===== src/rtl/lsq_mem_ctrl_pkg.sv =====
// Shared RV32I types for the load/store memory controller: register-file and
// ROB sizing, load/store opcodes, funct3 access-size encodings, the controller
// state enum and small size/alignment helpers.
package rv32i_types;

    localparam int unsigned NUM_REGS = 64;
    localparam int unsigned ROB_SIZE = 16;
    localparam int unsigned PHYS_W   = $clog2(NUM_REGS);
    localparam int unsigned ROB_W    = $clog2(ROB_SIZE);

    localparam logic [6:0] op_b_load  = 7'b0000011;
    localparam logic [6:0] op_b_store = 7'b0100011;

    // funct3 access size; bit 2 set means zero-extend on loads
    localparam logic [2:0] Funct3Byte  = 3'b000;
    localparam logic [2:0] Funct3Half  = 3'b001;
    localparam logic [2:0] Funct3Word  = 3'b010;
    localparam logic [2:0] Funct3ByteU = 3'b100;
    localparam logic [2:0] Funct3HalfU = 3'b101;

    typedef enum logic [2:0] {
        StIdle,
        StPoll,
        StReq,
        StDrain,
        StWb
    } lsq_mem_state_t;

    // Byte offset actually used for lanes: halves drop bit 0, words drop both bits.
    function automatic logic [1:0] align_offset(input logic [2:0] funct3,
                                                input logic [1:0] ea_lo);
        case (funct3)
            Funct3Half, Funct3HalfU: return {ea_lo[1], 1'b0};
            Funct3Word:              return 2'b00;
            default:                 return ea_lo;
        endcase
    endfunction

    function automatic logic is_misaligned(input logic [2:0] funct3,
                                           input logic [1:0] ea_lo);
        case (funct3)
            Funct3Half, Funct3HalfU: return ea_lo[0];
            Funct3Word:              return |ea_lo;
            default:                 return 1'b0;
        endcase
    endfunction

endpackage


===== src/rtl/lsq_lane_align.sv =====
// Combinational byte-lane steering: byte mask and store-data shift for the
// outgoing access, extract and sign/zero extension for the returning load.
module lsq_lane_align
    import rv32i_types::*;
(
    input  logic [2:0]  funct3,
    input  logic [1:0]  ea_lo,
    input  logic [31:0] store_data,
    input  logic [31:0] load_raw,
    output logic [3:0]  byte_mask,
    output logic [31:0] store_lanes,
    output logic [31:0] load_data
);

    logic [1:0]  off;
    logic [31:0] shifted;

    // Mask, store lanes and load extract from the size-aligned offset
    always_comb begin
        off         = align_offset(funct3, ea_lo);
        store_lanes = store_data << {off, 3'b000};
        shifted     = load_raw >> {off, 3'b000};
        byte_mask   = 4'b0000;
        load_data   = shifted;
        case (funct3)
            Funct3Byte: begin
                byte_mask = 4'b0001 << off;
                load_data = {{24{shifted[7]}}, shifted[7:0]};
            end
            Funct3ByteU: begin
                byte_mask = 4'b0001 << off;
                load_data = {24'b0, shifted[7:0]};
            end
            Funct3Half: begin
                byte_mask = 4'b0011 << off;
                load_data = {{16{shifted[15]}}, shifted[15:0]};
            end
            Funct3HalfU: begin
                byte_mask = 4'b0011 << off;
                load_data = {16'b0, shifted[15:0]};
            end
            Funct3Word: begin
                byte_mask = 4'b1111;
                load_data = shifted;
            end
            default: begin
                byte_mask = 4'b0000;
                load_data = shifted;
            end
        endcase
    end

endmodule


===== src/rtl/lsq_mem_ctrl.sv =====
// Load/store memory controller: pops one LSQ entry at a time, issues a single
// data-memory access, and broadcasts completion on the CDB. Flushes drop the
// entry; a flush during an outstanding access drains the response first.
// Optional build macro LSQ_MISALIGN_TRAP_EN: misaligned half/word accesses
// skip memory and complete with cdb_exc=1 instead of being force-aligned.
module lsq_mem_ctrl
    import rv32i_types::*;
(
    input  logic              clk,
    input  logic              rst,
    input  logic              flush,
    output logic              lsq_read_enable,
    input  logic              lsq_read_resp,
    input  logic [6:0]        lsq_opcode,
    input  logic [2:0]        lsq_funct3,
    input  logic [31:0]       lsq_rs1_v,
    input  logic [31:0]       lsq_rs2_v,
    input  logic [31:0]       lsq_imm,
    input  logic [PHYS_W-1:0] lsq_phys_rd,
    input  logic [ROB_W-1:0]  lsq_rob_index,
    output logic [31:0]       dmem_addr,
    output logic [3:0]        dmem_rmask,
    output logic [3:0]        dmem_wmask,
    output logic [31:0]       dmem_wdata,
    input  logic [31:0]       dmem_rdata,
    input  logic              dmem_resp,
    output logic              cdb_valid,
    output logic              cdb_regf_we,
    output logic [PHYS_W-1:0] cdb_phys_rd,
    output logic [ROB_W-1:0]  cdb_rob_index,
    output logic [31:0]       cdb_data,
    output logic              cdb_exc,
    output logic              busy
);

    lsq_mem_state_t    state_q, state_d;
    logic              capture;
    logic              rdata_we;
    logic              trap_in;
    logic [31:0]       ea_in;

    logic              is_load_q;
    logic [2:0]        funct3_q;
    logic [31:0]       ea_q;
    logic [31:0]       rs2_q;
    logic [PHYS_W-1:0] phys_rd_q;
    logic [ROB_W-1:0]  rob_q;
    logic [31:0]       rdata_q;
    logic              exc_q;

    logic [3:0]        lane_mask;
    logic [31:0]       lane_wdata;
    logic [31:0]       lane_load;

    assign ea_in = lsq_rs1_v + lsq_imm;

`ifdef LSQ_MISALIGN_TRAP_EN
    assign trap_in = is_misaligned(lsq_funct3, ea_in[1:0]);
`else
    assign trap_in = 1'b0;
`endif

    lsq_lane_align u_lane_align (
        .funct3      (funct3_q),
        .ea_lo       (ea_q[1:0]),
        .store_data  (rs2_q),
        .load_raw    (rdata_q),
        .byte_mask   (lane_mask),
        .store_lanes (lane_wdata),
        .load_data   (lane_load)
    );

    // Next-state: one pop per IDLE/POLL pair, flushes steer back to IDLE or DRAIN
    always_comb begin
        state_d  = state_q;
        capture  = 1'b0;
        rdata_we = 1'b0;
        unique case (state_q)
            StIdle: begin
                if (!flush) state_d = StPoll;
            end
            StPoll: begin
                if (flush) begin
                    state_d = StIdle;
                end else if (lsq_read_resp) begin
                    capture = 1'b1;
                    state_d = trap_in ? StWb : StReq;
                end else begin
                    state_d = StIdle;
                end
            end
            StReq: begin
                if (flush) begin
                    // A response landing with the flush is already drained
                    state_d = dmem_resp ? StIdle : StDrain;
                end else if (dmem_resp) begin
                    rdata_we = 1'b1;
                    state_d  = StWb;
                end
            end
            StDrain: begin
                if (dmem_resp) state_d = StIdle;
            end
            StWb: begin
                state_d = StIdle;
            end
            default: begin
                state_d = StIdle;
            end
        endcase
    end

    // State and captured-entry registers; rst wins over everything
    always_ff @(posedge clk) begin
        if (rst) begin
            state_q   <= StIdle;
            is_load_q <= 1'b0;
            funct3_q  <= 3'b0;
            ea_q      <= 32'b0;
            rs2_q     <= 32'b0;
            phys_rd_q <= '0;
            rob_q     <= '0;
            rdata_q   <= 32'b0;
            exc_q     <= 1'b0;
        end else begin
            state_q <= state_d;
            if (capture) begin
                is_load_q <= (lsq_opcode == op_b_load);
                funct3_q  <= lsq_funct3;
                ea_q      <= ea_in;
                rs2_q     <= lsq_rs2_v;
                phys_rd_q <= lsq_phys_rd;
                rob_q     <= lsq_rob_index;
                exc_q     <= trap_in;
            end
            if (rdata_we) rdata_q <= dmem_rdata;
        end
    end

    // Outputs decoded from state; all forced to 0 while rst is asserted
    always_comb begin
        lsq_read_enable = 1'b0;
        dmem_addr       = 32'b0;
        dmem_rmask      = 4'b0;
        dmem_wmask      = 4'b0;
        dmem_wdata      = 32'b0;
        cdb_valid       = 1'b0;
        cdb_regf_we     = 1'b0;
        cdb_phys_rd     = '0;
        cdb_rob_index   = '0;
        cdb_data        = 32'b0;
        cdb_exc         = 1'b0;
        busy            = 1'b0;
        if (!rst) begin
            busy = (state_q != StIdle);
            unique case (state_q)
                StIdle: begin
                    // No pop while flushing: the entry would have nowhere to go
                    lsq_read_enable = !flush;
                end
                StReq, StDrain: begin
                    dmem_addr = {ea_q[31:2], 2'b00};
                    if (is_load_q) begin
                        dmem_rmask = lane_mask;
                    end else begin
                        dmem_wmask = lane_mask;
                        dmem_wdata = lane_wdata;
                    end
                end
                StWb: begin
                    if (!flush) begin
                        cdb_valid     = 1'b1;
                        cdb_phys_rd   = phys_rd_q;
                        cdb_rob_index = rob_q;
`ifdef LSQ_MISALIGN_TRAP_EN
                        cdb_exc       = exc_q;
`endif
                        if (is_load_q && !exc_q) begin
                            cdb_regf_we = 1'b1;
                            cdb_data    = lane_load;
                        end
                    end
                end
                default: begin
                    busy = busy;
                end
            endcase
        end
    end

endmodule


===== config.mk =====
export PLATFORM = sky130hd
export DESIGN_NAME = lsq_mem_ctrl
export DESIGN_NICKNAME = d
export VERILOG_FILES = /design/src/rtl/lsq_mem_ctrl_pkg.sv /design/src/rtl/lsq_lane_align.sv /design/src/rtl/lsq_mem_ctrl.sv
export SDC_FILE = /design/constraint.sdc
export NUM_CORES = 1
export LEC_CHECK = 0
export CAP_MARGIN = 10
export CELL_PAD_IN_SITES_DETAIL_PLACEMENT = 1
export CELL_PAD_IN_SITES_GLOBAL_PLACEMENT = 1
export CORE_MARGIN = 1
export CORE_UTILIZATION = 34
export DETAILED_ROUTE_END_ITERATION = 10
export PLACE_DENSITY = 0.84
export SETUP_SLACK_MARGIN = 0.5
export SLEW_MARGIN = 30
export SYNTH_ARGS = -nofsm -noshare
export SYNTH_HDL_FRONTEND = slang
export SYNTH_SLANG_ARGS = --single-unit

===== constraint.sdc =====
create_clock -name clk -period 7.4 [get_ports clk]
set_input_delay 1.85 -clock clk [delete_from_list [all_inputs] [get_ports clk]]
set_output_delay 1.85 -clock clk [all_outputs]
set_load 0.02 [all_outputs]

==> flow_summary.toml <==
[run_status]
status = "finished clean"

[worst_setup_path]
r2r_start = "state_q[0]"
cp.arrival_ns = 4.67
critPathLaunchType = "input pin"
crit_buf_inv = 2
critPathTopFamily = "simple AND/OR/NAND/NOR gates"
r2r_slack_ns = 4.81
crit_type = "in2out"
end_kind = "output pin"
crit_fanout = 28
path_cells = "buf_4, nor4b_2, nand2_1, nor2_1, and2_1, clkdlybuf4s50_1"
r2r_end = "is_load_q"
crit_slowest_cell = "nor4b_2"
max_stage_delay_ns = 0.74
cp_data_required_time_ns = 5.55
r2r_cells = 6

[layout]
drive_gt1_share_pct = 6.138
nets = 1508
diodes = 0
fin_cells = 1616
area_growth_pct = 45.91
fin_util_pct = 50.56
fill_cells = 2724

[min_path]
hold_end = "rs2_q[30]"
min_path_cells = 2
min_path_type = "reg2reg"
hold_start = "rs2_q[30]"

[route]
wirelength_um = 29300
num_vias = 8617
drc = 0
postRouteAntennaNets = 0
wl_per_cell_um = 18.13
first_pass_iters = 4
drt_iter0_markers = 391
viasPerCell = 5.332

[cts]
root_buffer = "clkbuf_16"
numClockSinks = 113
post-cts-setup-buffers = 0
cts_tree = "done"
clockBufferDepth = 2
cts.clk_slew.worst_paths_ns = 0.06
hold_buffers = 0
numCtsBuffers = 17
cts-resized-gates = 0
worstSkewPairLatency_ns = 0.42
htree_levels = 4

[synth]
avgSynthCellArea_um2 = 6.872
synthMuxAreaShare_pct = 2.672
ys_async_sr_fraction_pct = 0
synth-adder-area-share_pct = 5.411
synth_xor_area_share_pct = 2.440
yosysSeqAreaShare_pct = 30.01
synthFlopType = "dfxtp_1"
netlist_area_um2 = 7538
yosys-top-cells-area = "dfxtp_1 30%, nand2_1 16%, a21oi_1 10%, ha_1 5.1%, and2_1 4.5%"
yosys_warnings = 0
synth-seq-cells = 113
synth_edf_count = 0
synth_cell_types = 62
yosys.area.top_type_share_pct = 30.01
synthSimpleGateAreaFrac_pct = 32.18
synth.largest_area_cell = "dfxtp_1"
synth_cells = 1097
synth_top_family_by_area = "simple AND/OR/NAND/NOR gates"
synth-compound-area-share_pct = 22.04

[timing]
setup_viol = 0
worst_slew_pin_slew_ns = 0.8593
fmax_mhz = 153.4
rsz0062_at_grt = "no"
holdWs_ns = 0.4552
setup_tns_ns = 0
post-route-period-util_pct = 88.09
fin_crit_ns = 6.519
hold_viol = 0
maxSlewViolCount = 0
timing.slew.headroom_pct = 42.71
finClkSkew_ns = 0.01384

[power]
ir_drop_mv = 0.1253
power_density_nw_per_um2 = 164.6
internal_power_mw = 1.314
p_seq_share_pct = 34.7
p_sw_uw = 496.1
p_comb_share_pct = 17.3
switching_share_pct = 27.41
power.total_mw = 1.810
clkPwrFrac_pct = 48.0
total_leakage_power_nw = 4.033

[floorplan]
die_h_um = 150.9
fp-row-count = 54
start_util_pct = 34.65
die-area_um2 = 22770
die_x_um = 150.9
core-area_um2 = 21760
io_pins = 272

[placed_design]
gp_congestion = 0.8712
portBuffers = 268
place_inst = 1584
hpwl_um = 21300

[grt]
grtUsageTotal_pct = 25.78
antenna_found_initial = 0
grt_max_degree = 72
grt_pass1_wl_um = 45550
grt_pass1_vias = 8734
overflow = 0

[job]
cap_violations = 0
-- flip-flops by register name, summed over array words and instances, names as in the netlist --
signal / cells
state_q: 3
rs2_q: 32
ea_q: 32
rdata_q: 32
funct3_q: 3
rob_q: 4
phys_rd_q: 6
is_load_q: 1
-- routing by layer --
layer  up-vias  wire length (um)  GRT usage (%)
met2       274             14390          45.48
met4         0               754          9.700
met5         -                 0              0
li1       4198                 -              -
met3        49              1585          3.614
met1      4096             12570          31.55
-- layout by cell type, fill, tap and decap left out, types with 4 or more instances in the layout --
cell type        Yosys  routed
a21oi_1            156     156
xnor2_1             14      14
dfxtp_1            113     112
mux2i_1             19      19
nor2_1              54      53
xor2_1               7       7
a31oi_1              5       5
a21oi_2             17      17
buf_4                4      16
clkbuf_16            0      17
a32oi_1              4       4
ha_1                31      31
nand3_1             33      33
o21bai_1             4       4
clkdlybuf4s50_1      0     267
inv_1               15      15
and2_1              54      54
o21ai_1              4       4
nand2_1            313     313
o211ai_1             4       4
a21o_1              14      14
nand4_1              6       6
o21ai_0             33      33
and3_1              29      29
nor3_1              17      15
a211oi_1            10      10
nand2b_1             6       6
nor4_1               5       5
clkinv_4             0       6
-- worst reg2reg max path: cells and delay by family (launching register included) --
kind,cells,cell delay [ns]
buffers and inverters,1,0.43
AOI/OAI and AO/OA,1,0.08
and+or+nand+nor,4,1.60
DFF,1,0.42
-- area by class of cell --
type,instances,area [um^2],share of cell area [%]
multi-input combinational,893,4918,44.72
tap,280,350.3,3.185
sequential,113,2263,20.58
timing repair buffer,283,2793,25.39
clock inverter,14,178.9,1.627
inverter,15,56.30,0.5119
clock buffer,18,439.2,3.993
-- how the worst max path moves through the flow --
stage / startpoint / endpoint / slack, ns / cells past startpoint
final: rst / dmem_wdata[4] / 0.88 / 6
after global routing: rst / dmem_wdata[0] / 0.65 / 6
after CTS: rst / dmem_wdata[4] / 0.83 / 6
after detailed placement: rst / dmem_wdata[4] / 0.88 / 6
after global placement: rst / dmem_wdata[4] / 0.94 / 6
after floorplan: rst / dmem_wdata[0] / 2.03 / 5
-- per-stage QoR --
stage / worst slack, ns / area, um^2
CTS: 0.8274 / 11000
finish: 0.8814 / 11000
floorplan: 2.027 / 7546
global placement: 0.9447 / 10380
detailed placement: 0.8843 / 10380
global route: 0.6456 / 11000
-- power by group through the flow --
stage / Sequential [mW] / Combinational, mW / Clock [mW]
CTS: 0.628 / 0.311 / 0.885
global route: 0.630 / 0.340 / 0.914
detailed placement: 0.642 / 0.307 / 0
finish: 0.629 / 0.312 / 0.869
floorplan: 0.638 / 0.173 / 0
global placement: 0.641 / 0.302 / 0
-- synth_stat cells (all sizes together) (3+ instances only) --
master  count
a211o       3
a211oi     10
a21o       14
a21oi     173
a31oi       5
a32oi       4
and2       54
and3       29
buf        14
clkbuf     64
dfxtp     113
ha         31
inv        15
mux2i      19
nand2     313
nand2b      6
nand3      33
nand4       6
nor2       54
nor2b       3
nor3       17
nor3b       3
nor4        5
o211ai      6
o21a        3
o21ai      38
o21bai      4
or3         5
or4         4
xnor2      14
xor2        7
-- kinds of logic (layout without fill, tap and decap cells) --
group / count (synthesis) / after routing
other: 1 / 3
AOI/OAI and AO/OA: 277 / 277
xor gates and xnor gates: 21 / 21
and+or+nand+nor: 540 / 540
buffers and inverters: 93 / 330
adders and majority gates: 32 / 32
muxes: 20 / 20
DFF: 113 / 113
(Power assumes the default switching activity.)
